--- src/rtl/ami_pkg.sv ---
// Shared types for the ami_wmux AXI write multiplexer.
// Response/burst encodings, order-FIFO entry and W-stage states.
package ami_pkg;

  typedef enum logic [1:0] {
    OKAY   = 2'b00,
    EXOKAY = 2'b01,
    SLVERR = 2'b10,
    DECERR = 2'b11
  } resp_t;

  typedef enum logic [1:0] {
    FIXED = 2'b00,
    INCR  = 2'b01,
    WRAP  = 2'b10
  } burst_t;

  localparam int ORD_CHW = 2;
  localparam int ORD_LW  = 8;

  typedef struct packed {
    logic [ORD_CHW-1:0] ch;
    logic [ORD_LW-1:0]  len;
  } ord_t;

  typedef enum logic {
    W_IDLE  = 1'b0,
    W_BURST = 1'b1
  } wst_t;

endpackage

--- src/rtl/ami_wmux_sfifo.sv ---
// Small show-ahead synchronous FIFO (depth 2**AW).
// Holds issued-AW order entries for the W stage.
module sfifo #(
  parameter int DW = 8,
  parameter int AW = 2
) (
  input  logic          ACLK,
  input  logic          ARESETn,
  input  logic          we,
  input  logic          re,
  output logic          full,
  output logic          empty,
  input  logic [DW-1:0] d,
  output logic [DW-1:0] q
);

  logic [DW-1:0] r_mem [2**AW];
  logic [AW-1:0] r_wp;
  logic [AW-1:0] r_rp;
  logic [AW:0]   r_cnt;
  logic          w_we;
  logic          w_re;

  assign full  = (r_cnt == (AW+1)'(2**AW));
  assign empty = (r_cnt == '0);
  assign w_we  = we && !full;
  assign w_re  = re && !empty;
  assign q     = r_mem[r_rp];

  always_ff @(posedge ACLK) begin
    if (w_we) r_mem[r_wp] <= d;
  end

  always_ff @(posedge ACLK or negedge ARESETn) begin
    if (!ARESETn) begin
      r_wp  <= '0;
      r_rp  <= '0;
      r_cnt <= '0;
    end else begin
      if (w_we) r_wp <= r_wp + 1'b1;
      if (w_re) r_rp <= r_rp + 1'b1;
      unique case ({w_we, w_re})
        2'b10:   r_cnt <= r_cnt + 1'b1;
        2'b01:   r_cnt <= r_cnt - 1'b1;
        default: r_cnt <= r_cnt;
      endcase
    end
  end

endmodule

--- src/rtl/ami_wmux.sv ---
// Round-robin N_CH user write ports onto one AXI AW/W/B master.
// Optional sticky per-channel error flags: AMI_ERR_STATUS_EN.
module ami_wmux
  import ami_pkg::*;
#(
  parameter int N_CH   = 4,
  parameter int AXI_DW = 128,
  parameter int AXI_AW = 32,
  parameter int AXI_IW = 8,
  parameter int AXI_LW = 8,
  parameter int AMI_OD = 4,
  localparam int CHW    = $clog2(N_CH),
  localparam int UIW    = AXI_IW - CHW,
  localparam int WSTRBW = AXI_DW / 8
) (
  input  logic                         ACLK,
  input  logic                         ARESETn,
  output logic [AXI_IW-1:0]            AWID,
  output logic [AXI_AW-1:0]            AWADDR,
  output logic [AXI_LW-1:0]            AWLEN,
  output logic [2:0]                   AWSIZE,
  output logic [1:0]                   AWBURST,
  output logic                         AWVALID,
  input  logic                         AWREADY,
  output logic [AXI_DW-1:0]            WDATA,
  output logic [WSTRBW-1:0]            WSTRB,
  output logic                         WLAST,
  output logic                         WVALID,
  input  logic                         WREADY,
  input  logic [AXI_IW-1:0]            BID,
  input  logic [1:0]                   BRESP,
  input  logic                         BVALID,
  output logic                         BREADY,
  input  logic [N_CH-1:0][UIW-1:0]     usr_awid,
  input  logic [N_CH-1:0][AXI_AW-1:0]  usr_awaddr,
  input  logic [N_CH-1:0][AXI_LW-1:0]  usr_awlen,
  input  logic [N_CH-1:0][2:0]         usr_awsize,
  input  logic [N_CH-1:0][1:0]         usr_awburst,
  input  logic [N_CH-1:0]              usr_awvalid,
  output logic [N_CH-1:0]              usr_awready,
  input  logic [N_CH-1:0][AXI_DW-1:0]  usr_wdata,
  input  logic [N_CH-1:0][WSTRBW-1:0]  usr_wstrb,
  input  logic [N_CH-1:0]              usr_wvalid,
  output logic [N_CH-1:0]              usr_wready,
  output logic [N_CH-1:0][UIW-1:0]     usr_bid,
  output logic [N_CH-1:0][1:0]         usr_bresp,
  output logic [N_CH-1:0]              usr_bvalid,
  input  logic [N_CH-1:0]              usr_bready
`ifdef AMI_ERR_STATUS_EN
  ,
  output logic [N_CH-1:0]              usr_err
`endif
);

  localparam int OUT_AW = $clog2(AMI_OD + 1);
  localparam int OAW    = $clog2(AMI_OD);
  localparam int ODW    = CHW + AXI_LW;

  logic              r_aw_full;
  logic [AXI_IW-1:0] r_awid;
  logic [AXI_AW-1:0] r_awaddr;
  logic [AXI_LW-1:0] r_awlen;
  logic [2:0]        r_awsize;
  logic [1:0]        r_awburst;
  logic [CHW-1:0]    r_rr;
  logic [OUT_AW-1:0] r_ost;

  logic              w_found;
  logic [CHW-1:0]    w_win;
  logic              w_room;
  logic              w_grant;
  logic              w_aw_hs;
  logic              w_b_hs;
  logic              w_ord_full;
  logic              w_ord_empty;
  logic              w_pop;
  logic [ODW-1:0]    w_ord_q;

  wst_t              r_wst;
  wst_t              w_wst_nxt;
  logic [CHW-1:0]    r_w_ch;
  logic [AXI_LW-1:0] r_w_len;
  logic [AXI_LW-1:0] r_beat;
  logic              w_burst;
  logic              w_w_hs;
  logic              w_last_hs;

  logic [CHW-1:0]    w_bch;
  logic              w_bok;

  assign AWID    = r_awid;
  assign AWADDR  = r_awaddr;
  assign AWLEN   = r_awlen;
  assign AWSIZE  = r_awsize;
  assign AWBURST = r_awburst;
  assign AWVALID = r_aw_full;

  always_comb begin : p_arb
    int v_idx;
    w_found = 1'b0;
    w_win   = '0;
    v_idx   = 0;
    for (int i = 0; i < N_CH; i++) begin
      v_idx = (int'(r_rr) + i) % N_CH;
      if (!w_found && usr_awvalid[CHW'(v_idx)]) begin
        w_found = 1'b1;
        w_win   = CHW'(v_idx);
      end
    end
  end

  // Slot in the AW register counts as outstanding before it handshakes.
  assign w_room = ({1'b0, r_ost} + (OUT_AW+1)'(r_aw_full))
                < (OUT_AW+1)'(AMI_OD);
  assign w_grant = (!r_aw_full || AWREADY) && w_room
                && !w_ord_full && w_found;
  assign usr_awready = w_grant ? (N_CH'(1) << w_win) : '0;
  assign w_aw_hs = r_aw_full && AWREADY;
  assign w_b_hs  = BVALID && BREADY;

  always_ff @(posedge ACLK or negedge ARESETn) begin
    if (!ARESETn) begin
      r_aw_full <= 1'b0;
      r_awid    <= '0;
      r_awaddr  <= '0;
      r_awlen   <= '0;
      r_awsize  <= '0;
      r_awburst <= '0;
      r_rr      <= '0;
    end else if (w_grant) begin
      r_aw_full <= 1'b1;
      r_awid    <= {w_win, usr_awid[w_win]};
      r_awaddr  <= usr_awaddr[w_win];
      r_awlen   <= usr_awlen[w_win];
      r_awsize  <= usr_awsize[w_win];
      r_awburst <= usr_awburst[w_win];
      r_rr      <= (w_win == CHW'(N_CH - 1)) ? '0 : w_win + 1'b1;
    end else if (AWREADY) begin
      r_aw_full <= 1'b0;
    end
  end

  always_ff @(posedge ACLK or negedge ARESETn) begin
    if (!ARESETn) begin
      r_ost <= '0;
    end else begin
      unique case ({w_aw_hs, w_b_hs})
        2'b10:   r_ost <= r_ost + 1'b1;
        2'b01:   r_ost <= r_ost - 1'b1;
        default: r_ost <= r_ost;
      endcase
    end
  end

  sfifo #(
    .DW (ODW),
    .AW (OAW)
  ) u_ord (
    .ACLK    (ACLK),
    .ARESETn (ARESETn),
    .we      (w_aw_hs),
    .re      (w_pop),
    .full    (w_ord_full),
    .empty   (w_ord_empty),
    .d       ({r_awid[AXI_IW-1 -: CHW], r_awlen}),
    .q       (w_ord_q)
  );

  always_comb begin
    w_wst_nxt  = r_wst;
    w_pop      = 1'b0;
    w_burst    = (r_wst == W_BURST);
    WVALID     = w_burst && usr_wvalid[r_w_ch];
    WLAST      = w_burst && (r_beat == r_w_len);
    WDATA      = usr_wdata[r_w_ch];
    WSTRB      = usr_wstrb[r_w_ch];
    usr_wready = '0;
    if (w_burst) usr_wready[r_w_ch] = WREADY;
    w_w_hs     = WVALID && WREADY;
    w_last_hs  = w_w_hs && WLAST;
    unique case (r_wst)
      W_IDLE: begin
        if (!w_ord_empty) begin
          w_pop     = 1'b1;
          w_wst_nxt = W_BURST;
        end
      end
      W_BURST: begin
        if (w_last_hs) begin
          if (!w_ord_empty) w_pop = 1'b1;
          else w_wst_nxt = W_IDLE;
        end
      end
      default: w_wst_nxt = W_IDLE;
    endcase
  end

  always_ff @(posedge ACLK or negedge ARESETn) begin
    if (!ARESETn) begin
      r_wst   <= W_IDLE;
      r_w_ch  <= '0;
      r_w_len <= '0;
      r_beat  <= '0;
    end else begin
      r_wst <= w_wst_nxt;
      if (w_pop) begin
        {r_w_ch, r_w_len} <= w_ord_q;
        r_beat <= '0;
      end else if (w_w_hs) begin
        r_beat <= r_beat + 1'b1;
      end
    end
  end

  // IDs naming a non-existent channel are acknowledged and dropped.
  assign w_bch = BID[AXI_IW-1 -: CHW];
  assign w_bok = ({1'b0, w_bch} < (CHW+1)'(N_CH));

  always_comb begin
    usr_bvalid = '0;
    BREADY     = 1'b1;
    for (int i = 0; i < N_CH; i++) begin
      usr_bid[i]   = BID[UIW-1:0];
      usr_bresp[i] = BRESP;
    end
    if (w_bok) begin
      usr_bvalid[w_bch] = BVALID;
      BREADY            = usr_bready[w_bch];
    end
  end

`ifdef AMI_ERR_STATUS_EN
  logic [N_CH-1:0] r_err;

  assign usr_err = r_err;

  always_ff @(posedge ACLK or negedge ARESETn) begin
    if (!ARESETn) begin
      r_err <= '0;
    end else if (w_b_hs && w_bok && (BRESP != OKAY)) begin
      r_err[w_bch] <= 1'b1;
    end
  end
`endif

endmodule

--- config.mk ---
export PLATFORM = sky130hd
export DESIGN_NAME = ami_wmux
export DESIGN_NICKNAME = d
export VERILOG_FILES = /design/src/rtl/ami_pkg.sv /design/src/rtl/ami_wmux_sfifo.sv /design/src/rtl/ami_wmux.sv
export SDC_FILE = /design/constraint.sdc
export NUM_CORES = 1
export LEC_CHECK = 0
export ABC_AREA = 1
export CAP_MARGIN = 10
export CORE_AREA = 2 2 407 409
export DETAILED_ROUTE_END_ITERATION = 10
export DIE_AREA = 0 0 409 411
export RECOVER_POWER = 50
export SLEW_MARGIN = 40
export SYNTH_ARGS = -nofsm -noshare
export SYNTH_HDL_FRONTEND = slang
export SYNTH_SLANG_ARGS = --single-unit
--- constraint.sdc ---
create_clock -name ACLK -period 2.4 [get_ports ACLK]
set_input_delay 0.36 -clock ACLK [delete_from_list [all_inputs] [get_ports ACLK]]
set_output_delay 0.36 -clock ACLK [all_outputs]
set_load 0.01 [all_outputs]
==> results of run 1 <==
==> power by group through the flow <==
stage | Combinational (mW) | Clock [mW] | Sequential, mW
CTS | 27.7 | 2.69 | 3.78
finish | 27.8 | 2.60 | 3.78
detailed placement | 22.8 | 0 | 3.78
floorplan | 9.88 | 0 | 3.80
global placement | 22.7 | 0 | 3.76
global route | 29.7 | 2.76 | 3.87
==> final cells by class <==
cell class,instances,share of cell area
antenna,28,0.00251
inverter,195,0.0274
multi-input combinational,1178,0.253
clock inverter,14,0.00520
clock buffer,18,0.0154
timing repair buffer,1261,0.478
tap,2189,0.0982
sequential,125,0.119
==> per-stage QoR <==
step                      total power [mW]  utilization  area, µm²
after floorplan                       13.7            -      11000
after global placement                26.5        0.150      24500
after detailed placement              26.6        0.150      24500
after CTS                             34.2        0.168      27600
after global routing                  36.3        0.170      27900
final                                 34.2        0.170      27900
==> flip-flops by register name (all words and copies together) (netlist names), 3 cells and up <==
name	count
r_w_len	8
u_ord.r_mem	40
u_ord.r_cnt	3
r_beat	8
AWADDR	32
AWID	8
AWLEN	8
r_ost	3
AWSIZE	3
==> worst min-delay path: stages (launching register included) <==
cell	delay (ns)
dfrtp_1	0.35
nand2_1	0.06
nand2_1	0.05
==> timing repair <==
action | in CTS | in global routing
endpoints found under the hold margin | 12 | 0
setup buffers | 90 | 9
cloned | 31 | 0
endpoints found under the setup margin | 190 | 223
gates resized for setup | 721 | 96
pin swaps | 78 | 24
hold buffers | 1 | 0
==> metal layers <==
layer / GRT usage / vias to the layer above / wire (µm)
met2: 0.343 / 1183 / 82100
li1: - / 7846 / -
met1: 0.165 / 8201 / 49300
met5: 0 / - / 199
met4: 0.0644 / 32 / 7920
met3: 0.0432 / 382 / 10700
==> placed cells by master, fill, tap and decap left out, drive strengths merged, types with 5 or more instances in the layout <==
cell,Yosys,final
nand2,505,505
a21oi,8,8
dfrtp,85,85
nor3,18,18
nand3b,21,21
dlygate4sd2,0,8
clkdlybuf4s50,0,858
buf,73,370
edfxtp,40,40
o22ai,12,12
or2,32,32
xnor2,5,5
clkbuf,74,31
nor2,62,62
ha,11,11
a22oi,269,269
inv,195,203
diode,0,28
o21ai,35,35
nand3,184,184
clkdlybuf4s15,0,7
==> how the worst max path moves through the flow <==
| stage | end | from | slack (ns) |
|---|---|---|---|
| floorplan | u_ord.r_cnt[1] | r_w_ch[1] | -0.04 |
| global placement | usr_awready[0] | usr_awvalid[3] | -0.67 |
| detailed placement | usr_awready[0] | usr_awvalid[3] | -0.62 |
| CTS | usr_awready[2] | r_rr[0] | -0.42 |
| global route | usr_awready[3] | r_rr[0] | -0.57 |
| finish | WDATA[31] | r_w_ch[1] | -0.38 |
==> kinds of logic after synthesis <==
logic type | synth area share
flip-flops | 0.302
adder cells (fa/ha/maj) | 0.0161
buffers and inverters | 0.134
AO/OA/AOI/OAI | 0.213
XOR/XNOR | 0.00715
AND/OR/NAND/NOR | 0.327
multiplexers | 0.00102
==> impl_metrics.ini, run 1 <==
[outcome]
status = finished with violations
violations = negative setup slack

[final_layout]
final_cells = 5008
regArea_um2 = 3330
area_delta_synth_final_pct = 153
drive_gt1_frac = 0.223
multi_input_comb_area_um2 = 7070
nets = 3598
n_fill_cell = 18400

[global_routing]
gr-total-overflow = 0
grt_max_degree = 94
grt_first_pass_wirelength_mm = 185
antenna_found_initial = 176
grt.total_usage = 0.171
grt_pass1_vias = 17300

[power_and_ir_drop]
p_seq_frac = 0.111
switchingPower_mw = 16.6
sw_frac_of_total = 0.485
pwr-share-clk = 0.076
power.density_nw_per_um2 = 1220
intPower_mw = 17.6
p_leak_nw = 11.4
power_frac_comb = 0.813
ir_drop_v = 0.000671

[setup_path]
critPathMaxFanout = 5
crit_arrival_ns = 2.42
reg2reg_from = r_w_ch[1]
crit_top_cell = buf_12
path_class = reg -> out
crit_buf_inv = 7
crit_chain = buf_12 > nor2_4 > buf_6 > buf_12 > buf_8 > buf_16 > buf_12 > a22oi_2 > nand2_1 > buf_2
cp_num_cells = 10
startpoint_type = flop
required_ns = 2.04
r2r-end = u_ord.r_cnt[1]
slowest_stage = dfrtp_2
reg2reg_depth = 14
r2r_slack_ns = -0.31
max_stage_delay_ns = 0.46
endpoint_kind = output port
crit_family = buffers and inverters

[logic_synthesis]
ys_warn_count = 0
synth-seq-cells = 125
yosys.area.top_type_share = 0.193
synth_cell_types = 38
synth_nets = 2465
postSynthAreaPerCell_um2 = 6.70
syn-cell-area_um2 = 11000
synth_top_flop_cell = dfrtp_1
synth-edff-count = 40
synth.top_cells.by_area = dfrtp_1 19%, a22oi_1 18%, nand2_1 17%
synth-seq-area-share = 0.302
synth_commonest_cells = 500 x nand2_1, 269 x a22oi_1, 188 x inv_1, 182 x nand3_1, 85 x dfrtp_1
yosysTopAreaCell = dfrtp_1
yosys.cell_count.top_type = nand2_1
synth_cells = 1645
async_flop_share = 0.680

[detailed_routing]
vias_per_cell = 3.52
vias = 17600
wl_per_cell_um = 30.0
ant_nets = 0
drc = 0
initialDrtViolationCount = 1219
drtPass1Iterations = 5
wirelength_mm = 150

[cts]
cts_root_buffer = clkbuf_16
htree_levels = 4
clkTransAtPathRegs_ns = 0.07
cts_tree = built
clk_path_buf_depth = 2
clock_sinks = 125
insertion_delay_ns = 0.46
cts_buffers = 17

[sta]
period_needed_ns = 2.78
tns_ns = -26.12
slew-limit-headroom = 0.277
maxSlewViolCount = 0
fin_skew_ns = 0.0207
clock.fmax_ghz = 0.360
worst_slack_ns = -0.381
tightest_slew_ns = 1.09
report.final.hold_viol_count = 0
hold_ws_ns = 0.485
rsz0062_at_grt = true
timing.final.crit_share = 1.16
finalSetupViolations = 177

[floorplan]
io_pins = 1052
dieArea_um2 = 168000
start_util = 0.0673
row_count = 149
core_area_um2 = 164000
dieHeight_um = 411
fp.dieW_um = 409

[run]
max_cap_violations = 0

[hold_path]
hold_depth = 2
hold_end = AWADDR[6]
min-delay-start = AWADDR[6]
min_path_type = reg -> reg

[place]
io_buffer_count = 1011
gp_congestion = 0.990
place_hpwl_mm = 128
place_inst = 4820
dp_slack_ns = -0.620
(Power assumes the default switching activity.)
==> inputs of run 2 (changes only) <==
--- a/config.mk
+++ b/config.mk
@@ -8,6 +8,7 @@
 export ABC_AREA = 1
 export CAP_MARGIN = 10
 export CORE_AREA = 2 2 407 409
+export CTS_CLUSTER_SIZE = 8
 export DETAILED_ROUTE_END_ITERATION = 10
 export DIE_AREA = 0 0 409 411
 export RECOVER_POWER = 50
==> results of run 2 <==
No change in the layout: final DEF, timing and power equal those of run 1.
==> inputs of run 3 (changes only) <==
--- a/config.mk
+++ b/config.mk
@@ -11,6 +11,7 @@
 export CTS_CLUSTER_SIZE = 8
 export DETAILED_ROUTE_END_ITERATION = 10
 export DIE_AREA = 0 0 409 411
+export PLACE_DENSITY = 0.3
 export RECOVER_POWER = 50
 export SLEW_MARGIN = 40
 export SYNTH_ARGS = -nofsm -noshare
==> run 3 against run 2 <==
Compared with the run above: final cell count grew 1.3%; wire length shrank 8.6%; non-clock buffer count grew 53; the run ends with max-capacitance violations, max-slew violations, negative setup slack left; utilization grew 1.1 points; largest power group unchanged; global-route usage shrank 1.7 points; critical path depth grew 4.
==> impl_metrics.ini, run 3 (synthesized netlist as in run 1, its figures left out) <==
[cts]
insertion_delay_ns = 0.47
clk_path_buf_depth = 2
cts_tree = built
cts_root_buffer = clkbuf_16
clock_sinks = 125
cts_buffers = 17
clkTransAtPathRegs_ns = 0.07
htree_levels = 4

[final_layout]
drive_gt1_frac = 0.298
nets = 3652
largest_reg_flops = 40
final_common_cell = clkdlybuf4s50_1
area_delta_synth_final_pct = 169
n_fill_cell = 18500
layout_common_cells = 859 x clkdlybuf4s50_1, 434 x nand2_1, 222 x a22oi_2, 183 x inv_1
largest_register = u_ord.r_mem
final_area_um2 = 29700
final_cells = 5074
final_core_util = 0.181

[setup_path]
critPathMaxFanout = 8
required_ns = 2.04
crit_arrival_ns = 2.36
slowest_stage = dfrtp_2
crit_start = r_rr[0]
path_class = reg -> out
max_stage_delay_ns = 0.49
crit_top_cell = nand2_2
r2r_slack_ns = -0.12
endpoint_kind = output port
reg2reg_from = r_rr[0]
startpoint_type = flop
crit_chain = buf_6 > nand2_2 > nand2_2 > nand2_1 > nand2_2 > nor2_4 > nand3_2 > nand3_2 > nand2_4 > inv_4 > ha_1 > inv_1 > nor2_1 > buf_2

[floorplan]
dieArea_um2 = 168000
dieHeight_um = 411
start_util = 0.0673
io_pins = 1052
fp.dieW_um = 409
core_area_um2 = 164000
row_count = 149

[sta]
rsz0062_at_grt = true
fin_skew_ns = 0.0239
report.final.hold_viol_count = 0
tightest_slew_ns = 1.71
maxSlewViolCount = 56
timing.final.crit_share = 1.13
period_needed_ns = 2.72
clock.fmax_ghz = 0.367
finalSetupViolations = 158
slew-limit-headroom = -0.139
worst_slack_ns = -0.321

[detailed_routing]
drtPass1Iterations = 5
wirelength_mm = 137
ant_nets = 0
vias_per_cell = 3.42
wl_per_cell_um = 27.1
initialDrtViolationCount = 823
vias = 17300
drc = 0

[global_routing]
antenna_found_initial = 111
grt.total_usage = 0.154
grt_first_pass_wirelength_mm = 173
grt_max_degree = 56
gr-total-overflow = 0
grt_pass1_vias = 17700

[power_and_ir_drop]
ir_drop_v = 0.000947
p_leak_nw = 12.1
power.density_nw_per_um2 = 1290

[hold_path]
min_path_type = reg -> reg
min-delay-start = AWADDR[14]

[outcome]
status = finished with violations
violations = max-capacitance violations, max-slew violations, negative setup slack

[place]
io_buffer_count = 1011
gp_congestion = 0.895
place_inst = 4853
dp_slack_ns = -0.645
place_area_um2 = 24700
place_hpwl_mm = 112

[run]
max_cap_violations = 1
-- run 3: cell types whose count changed in the layout (fill, tap and decap cells not counted), moves of 9 or more --
cell | before | now
a22oi_1 | 149 | 47
diode_2 | 28 | 40
clkbuf_16 | 17 | 32
buf_16 | 33 | 24
buf_8 | 10 | 31
nand2_4 | 7 | 22
buf_6 | 92 | 155
buf_2 | 63 | 45
nand3_2 | 7 | 25
a22oi_2 | 120 | 222
nand2_1 | 464 | 434
nand3_1 | 176 | 155
nand2_2 | 33 | 49
-- run 3: final timing paths --
check	end	cells after the start
worst max-delay path	usr_awready[2]	14
worst max register to register	AWLEN[7]	17
worst min register to register	AWADDR[14]	2
min in group asynchronous	AWID[1]	3
worst min-delay path	AWADDR[14]	2
max in group asynchronous	r_w_ch[0]	3
-- run 3: power breakdown --
group	internal [mW]	total (mW)	switching (mW)	leakage, nW
Clock	1.56	2.81	1.25	0.298
Combinational	15.8	31.8	16.0	10.4
Sequential	3.14	3.84	0.700	1.40
Total	20.5	38.4	17.9	12.1
-- run 3: worst max-delay path, delay by kind of cell, from the launching register on --
kind | cells | cell delay (ns)
and+or+nand+nor | 9 | 0.80
DFF | 1 | 0.49
buffers and inverters | 4 | 0.46
adders and majority gates | 1 | 0.15
-- run 3: metrics by stage --
stage / total power, mW / hold slack (ns) / setup TNS (ns)
2_1_floorplan: 13.7 / 0.0644 / -0.0398
3_3_place_gp: 26.7 / 0.395 / -18.18
3_5_place_dp: 26.6 / 0.397 / -16.95
4_1_cts: 35.9 / 0.408 / -29.03
5_1_grt: 40.9 / 0.501 / -36.41
6_report: 38.4 / 0.479 / -13.95
-- run 3: layout make-up --
| type | instances | area, µm² | share of cell area |
|---|---|---|---|
| antenna | 40 | 100 | 0.00337 |
| inverter | 195 | 761 | 0.0256 |
| timing repair inverter | 1 | 7.51 | 0.000253 |
| multi-input combinational | 1178 | 7870 | 0.265 |
| clock inverter | 13 | 144 | 0.00485 |
| sequential | 125 | 3330 | 0.112 |
| clock buffer | 19 | 464 | 0.0156 |
| timing repair buffer | 1314 | 14200 | 0.480 |
| tap | 2189 | 2740 | 0.0923 |
-- run 3: layer usage --
| layer | vias up | share of wire | track usage |
|---|---|---|---|
| li1 | 7971 | - | - |
| met1 | 8200 | 0.33 | 0.145 |
| met2 | 900 | 0.54 | 0.307 |
| met3 | 254 | 0.062 | 0.0374 |
| met4 | 6 | 0.066 | 0.0762 |
| met5 | - | 0.00029 | 0 |
-- run 3: what timing repair did --
| action | 4_1_cts | 5_1_grt |
|---|---|---|
| hold buffers | 1 | 0 |
| hold endpoints to repair | 85 | 0 |
| cloned | 26 | 14 |
| pin swaps | 93 | 205 |
| gates resized for setup | 894 | 443 |
| setup buffers | 83 | 61 |
| setup endpoints to repair | 185 | 210 |
==> edit 1 (settings of run 2) <==
`AXI_AW`: 32 -> 16.
--- a/src/rtl/ami_wmux.sv
+++ b/src/rtl/ami_wmux.sv
@@ -5,7 +5,7 @@
 #(
   parameter int N_CH   = 4,
   parameter int AXI_DW = 128,
-  parameter int AXI_AW = 32,
+  parameter int AXI_AW = 16,
   parameter int AXI_IW = 8,
   parameter int AXI_LW = 8,
   parameter int AMI_OD = 4,
Interface: changed (resized AWADDR and usr_awaddr); port bits go from 1052 to 972. The function was not compared with the original's and may differ.
==> edit 1 against run 2 <==
- the run still ends with setup timing left
- synthesized cell count down 12%
- clock power fell by 38%
- sequential share of layout area fell by 1.4 points
- setup slack gained 0.013 ns
- first-iteration DRC count is 24% lower
- cell area fell by 0.36%
- total power down 9.7%
- register-to-register slack better by 0.21 ns
- area after synthesis is 12% lower
- sequential cell count down 16
- sequential power fell by 13%
- via count down 7.6%
- wire length is 19% lower
- worst hold slack better by 0.0012 ns
- largest cell class unchanged
- largest power group unchanged
==> edit 1: results (changes against run 2) <==
Outcome -> finished, violations left
Failing checks -> setup timing
Critical path fanouts, max -> 8 (+3)
Hold_ws -> 0.486 ns (+0.00119 ns)
Reg2reg setup slack -> -0.10 ns (+0.21 ns)
Xor/xnor cell area share of the yosys netlist -> 0.901% (+0.19 points)
Synth cell types -> 36 (-5.3%)
Largest net degree at the start of global routing -> 40 (-57%)
Cell count after synthesis -> 1445 (-12%)
DR WL/cell -> 25.2 um (-16%)
Commonest cells post-synth -> nand2_1, a22oi_1, nand3_1, inv_1, dfrtp_1
PortBufs -> 931 (-7.9%)
CTS Buf Count -> 9 (-8)
Via count -> 16300 (-7.6%)
Nets@finish -> 3363 (-6.5%)
Layout cells sized above 1 -> 33.7% (+11 points)
Initial DRC Count -> 932 (-24%)
Largest cells by area after synthesis -> a22oi_1, dfrtp_1, nand2_1
# setup viols final -> 102 (-42%)
Worst R2R Start -> r_w_ch[0]$_DFFE_PN0N_
Pre-CTS setup slack -> -0.773 ns (-0.152 ns)
Setup TNS -> -6.49 ns (+19.63 ns)
First-pass GRT wire length -> 151 mm (-18%)
Final HPWL DP -> 97.5 mm (-24%)
Synth Area in Compound Gates -> 23.0% (+1.7 points)
Sequential fraction of the synthesis area -> 30.1% (-0.065 points)
Placed cells -> 4601 (-4.5%)
Clock Latency Late Sink -> 0.39 ns (-0.07 ns)
Worst R2R End -> u_ord.r_cnt[2]$_DFFE_PN0P_
FILL cells -> 18400 (-0.21%)
Antenna violations before repair -> 90 (-49%)
Via/cell ratio -> 3.38 (-4.0%)
GRT Overall Usage -> 13.5% (-3.6 points)
Actual slew at the worst max-slew pin -> 1.17 ns (+0.0850 ns)
Adder-cell area share of the yosys netlist -> 1.83% (+0.22 points)
Worst Slack Setup Final -> -0.368 ns (+0.0126 ns)
R2R cell count -> 15 (+1)
Htree depth -> 3 (-1)
Placer Congestion -> 0.923 (-6.8%)
Startpoint of the worst hold path -> AWBURST[0]$_DFFE_PN0P_
-- edit 1: through the flow --
step / area, um^2 / total power [mW]
finish: 27800 / 30.9
global route: 27800 / 32.9
CTS: 26100 / 28.7
detailed placement: 23000 / 22.4
global placement: 23000 / 22.3
floorplan: 9760 / 10.8
-- edit 1: power breakdown --
group / total [mW] / internal (mW) / switching [mW]
Clock: 1.60 / 0.750 / 0.849
Combinational: 26.0 / 12.7 / 13.2
Sequential: 3.28 / 2.69 / 0.592
Total: 30.9 / 16.2 / 14.7
-- edit 1: kinds of logic after synthesis --
group,count (synthesis)
AOI/OAI and AO/OA,313
DFF,109
buffers and inverters,283
adders and majority gates,13
muxes,1
xor gates and xnor gates,10
and+or+nand+nor,716
-- edit 1: per-layer routing --
metal,GRT usage [%],routed length [um],share of wire [%],up-vias
met1,14.4,43400,36,7767
met2,25.0,62100,51,991
met3,4.03,10500,8.6,231
li1,-,-,-,7280
met5,0,167,0.14,-
met4,4.65,5180,4.3,26
-- edit 1: area by class of cell --
cell class,count,area [um^2],area share (%)
flip-flops and latches,109,2930,10.5
well taps,2189,2740,9.85
inverters,151,598,2.15
clock inverters,7,86.3,0.311
clock buffers,9,225,0.810
multi-input cells,1053,7260,26.1
repair buffers,1283,13900,50.1
diodes,16,40.0,0.144
-- edit 1: repair_timing --
action / in CTS / in global routing
resized for setup: 769 / 396
hold buffers: 1 / 0
setup endpoints to repair: 186 / 195
pin swaps: 104 / 126
hold endpoints to repair: 37 / 0
setup buffers: 109 / 68
gates cloned: 29 / 14
-- edit 1: how the worst max path moves through the flow --
stage | startpoint | endpoint | slack (ns) | cells past startpoint
4_1_cts | r_rr[0]$_DFFE_PN0P_ | usr_awready[2] | -0.36 | 16
3_3_place_gp | usr_awvalid[1] | usr_awready[1] | -0.80 | 14
5_1_grt | r_rr[0]$_DFFE_PN0P_ | usr_awready[1] | -0.51 | 16
6_report | r_rr[0]$_DFFE_PN0P_ | usr_awready[2] | -0.37 | 15
2_1_floorplan | r_w_ch[1]$_DFFE_PN0N_ | u_ord.r_cnt[1]$_DFFE_PN0P_ | -0.002 | 12
3_5_place_dp | usr_awvalid[3] | usr_awready[1] | -0.77 | 14
-- edit 1: critical path, delay by kind of cell, from the launching register on --
kind                     cells  cell delay, ns
adder cells (fa/ha/maj)      1            0.13
buffers and inverters        6            0.58
flip-flops                   1            0.47
AND/OR/NAND/NOR              8            0.81
==> edit 2 (flow settings as in run 2) <==
Without the edit above. The option `AMI_ERR_STATUS_EN` is turned on by a define.
--- a/src/rtl/ami_wmux.sv
+++ b/src/rtl/ami_wmux.sv
@@ -1,5 +1,7 @@
 // Round-robin N_CH user write ports onto one AXI AW/W/B master.
 // Optional sticky per-channel error flags: AMI_ERR_STATUS_EN.
+`define AMI_ERR_STATUS_EN
+
 module ami_wmux
   import ami_pkg::*;
 #(
Function (old outputs only; new: usr_err): kept (equiv_simple and equiv_induct, registers matched by name and starting in step).
==> edit 2 against run 2 <==
- the flow still finishes with violations (setup timing)
- total power fell by 13%
- core utilization rose by 1.4 points
- cell area rose by 8.0%
- area after synthesis rose by 2.1%
- die area did not move
- setup slack got worse by 0.096 ns
- count of clock-buffer cells in the layout rose by 1
- sequential cell count rose by 4
- wire length fell by 13%
- worst hold slack got worse by 0.069 ns
- critical path type unchanged
==> edit 2: results (changes against run 2) <==
Final HPWL DP -> 109 mm (-15%)
Largest net degree at the start of global routing -> 101 (+7.4%)
Critical path fanouts, max -> 5 (unchanged)
Failing checks -> setup timing
Outcome -> finished, violations left
Yosys warning count -> 0 (unchanged)
Clk. pwr -> 2.66 mW (+2%)
Hold buffer count at cts -> 1 (unchanged)
WL met2 -> 64.7 mm (-21%)
# setup viols final -> 186 (+5.1%)
Met3 routed WL -> 17.5 mm (+64%)
Slowest stage cell, crit path -> dfrtp_2
PortBufs -> 1025 (+1.4%)
Hold Path Class -> input port to asynchronous set/reset pin
Placed cell area -> 0.0256 mm^2 (+4.5%)
Skew final -> 0.0279 ns (+0.00724 ns)
Antenna violations before repair -> 111 (-37%)
R2R cell count -> 14 (unchanged)
DR WL/cell -> 25.2 um (-16%)
Worst EP arrival -> 2.52 ns (+0.10 ns)
CP delay by family, top -> buffers and inverters
Post-CTS Resized -> 370 (-49%)
Synth async-reset ratio -> 69.0% (+0.99 points)
Via/cell ratio -> 3.53 (+0.15%)
Nets@finish -> 3755 (+4.4%)
GR Util met3 -> 8.14% (+3.8 points)
Max Used Layer -> met5
M1 wire length -> 43.2 mm (-12%)
GRT Overall Usage -> 14.3% (-2.8 points)
Leak Pwr -> 12.4 nW (+8.6%)
Sequential fraction of the synthesis area -> 30.5% (+0.26 points)
Commonest cells post-synth -> nand2_1, nand3_1, a22oi_1, inv_1, dfrtp_1
Clock Latency Late Sink -> 0.49 ns (+0.03 ns)
Vias in the first global route -> 17300 (+0.22%)
M2 GR Usage -> 25.4% (-8.9 points)
Pre-antenna DRT Iters -> 7 (+2)
Root buffer selected by CTS -> clkbuf_16
First-pass GRT wire length -> 160 mm (-13%)
M1 GR Usage -> 14.2% (-2.3 points)
Largest cells by area after synthesis -> dfrtp_1, nand2_1, a22oi_1
Actual slew at the worst max-slew pin -> 0.912 ns (-0.173 ns)
Worst IR Drop VDD -> 0.985 mV (+47%)
Clock Tree Buf Depth -> 2 (unchanged)
Synth cell types -> 41 (+7.9%)
Worst stage delay on the critical path -> 0.42 ns (-0.04 ns)
Seq pwr -> 3.83 mW (+1%)
Layout cells sized above 1 -> 28.3% (+6.0 points)
Placer Congestion -> 0.955 (-3.6%)
Initial DRC Count -> 1370 (+12%)
Worst-path clk slew -> 0.07 ns (about the same)
Net count after synthesis -> 2544 (+3.2%)
Post-CTS setup buffers -> 38 (-58%)
Pre-CTS setup slack -> -1.01 ns (-0.391 ns)
Worst Slack Setup Final -> -0.477 ns (-0.0960 ns)
CTS Buf Count -> 17 (unchanged)
Reg with most FFs -> u_ord.r_mem
FILL cells -> 18300 (-0.67%)
Int Power -> 15.8 mW (-10%)
[edit 2: cells by family after synthesis]
group,share of synthesized area [%]
simple gates,37.5
compound gates,16.3
buf+inv,13.3
mux,0.100
fa+ha+maj,1.58
xor+xnor,0.778
flops,30.5
[edit 2: layout make-up]
| cell class | instances | area [um^2] | share of cell area, % |
|---|---|---|---|
| clock buffer | 19 | 433 | 1.44 |
| multi-input combinational | 1256 | 8070 | 26.8 |
| clock inverter | 13 | 126 | 0.419 |
| antenna | 26 | 65.1 | 0.216 |
| timing repair inverter | 1 | 7.51 | 0.0249 |
| sequential | 129 | 3430 | 11.4 |
| inverter | 193 | 741 | 2.46 |
| tap | 2189 | 2740 | 9.09 |
| timing repair buffer | 1337 | 14500 | 48.2 |
[edit 2: through the flow]
stage	std cells	power (mW)	TNS, ns
2_1_floorplan	1724	11.9	0
3_5_place_dp	4950	23.0	-39.21
3_3_place_gp	4950	22.9	-38.80
6_report	5163	29.7	-31.47
5_1_grt	5147	31.8	-55.39
4_1_cts	5031	27.4	-53.79
[edit 2: final timing paths]
check / start / endpoint / slack [ns]
hold reg to reg: AWADDR[16]$_DFFE_PN0P_ / AWADDR[16]$_DFFE_PN0P_ / 0.48
hold / removal: ARESETn / AWID[7]$_DFFE_PN0P_ / 0.42
setup reg to reg: r_w_ch[0]$_DFFE_PN0N_ / u_ord.r_cnt[1]$_DFFE_PN0P_ / -0.25
setup / recovery: r_rr[0]$_DFFE_PN0P_ / usr_awready[2] / -0.48
min in group ACLK: AWADDR[16]$_DFFE_PN0P_ / AWADDR[16]$_DFFE_PN0P_ / 0.48
max in group asynchronous: ARESETn / r_beat[5]$_DFFE_PN0P_ / 0.54
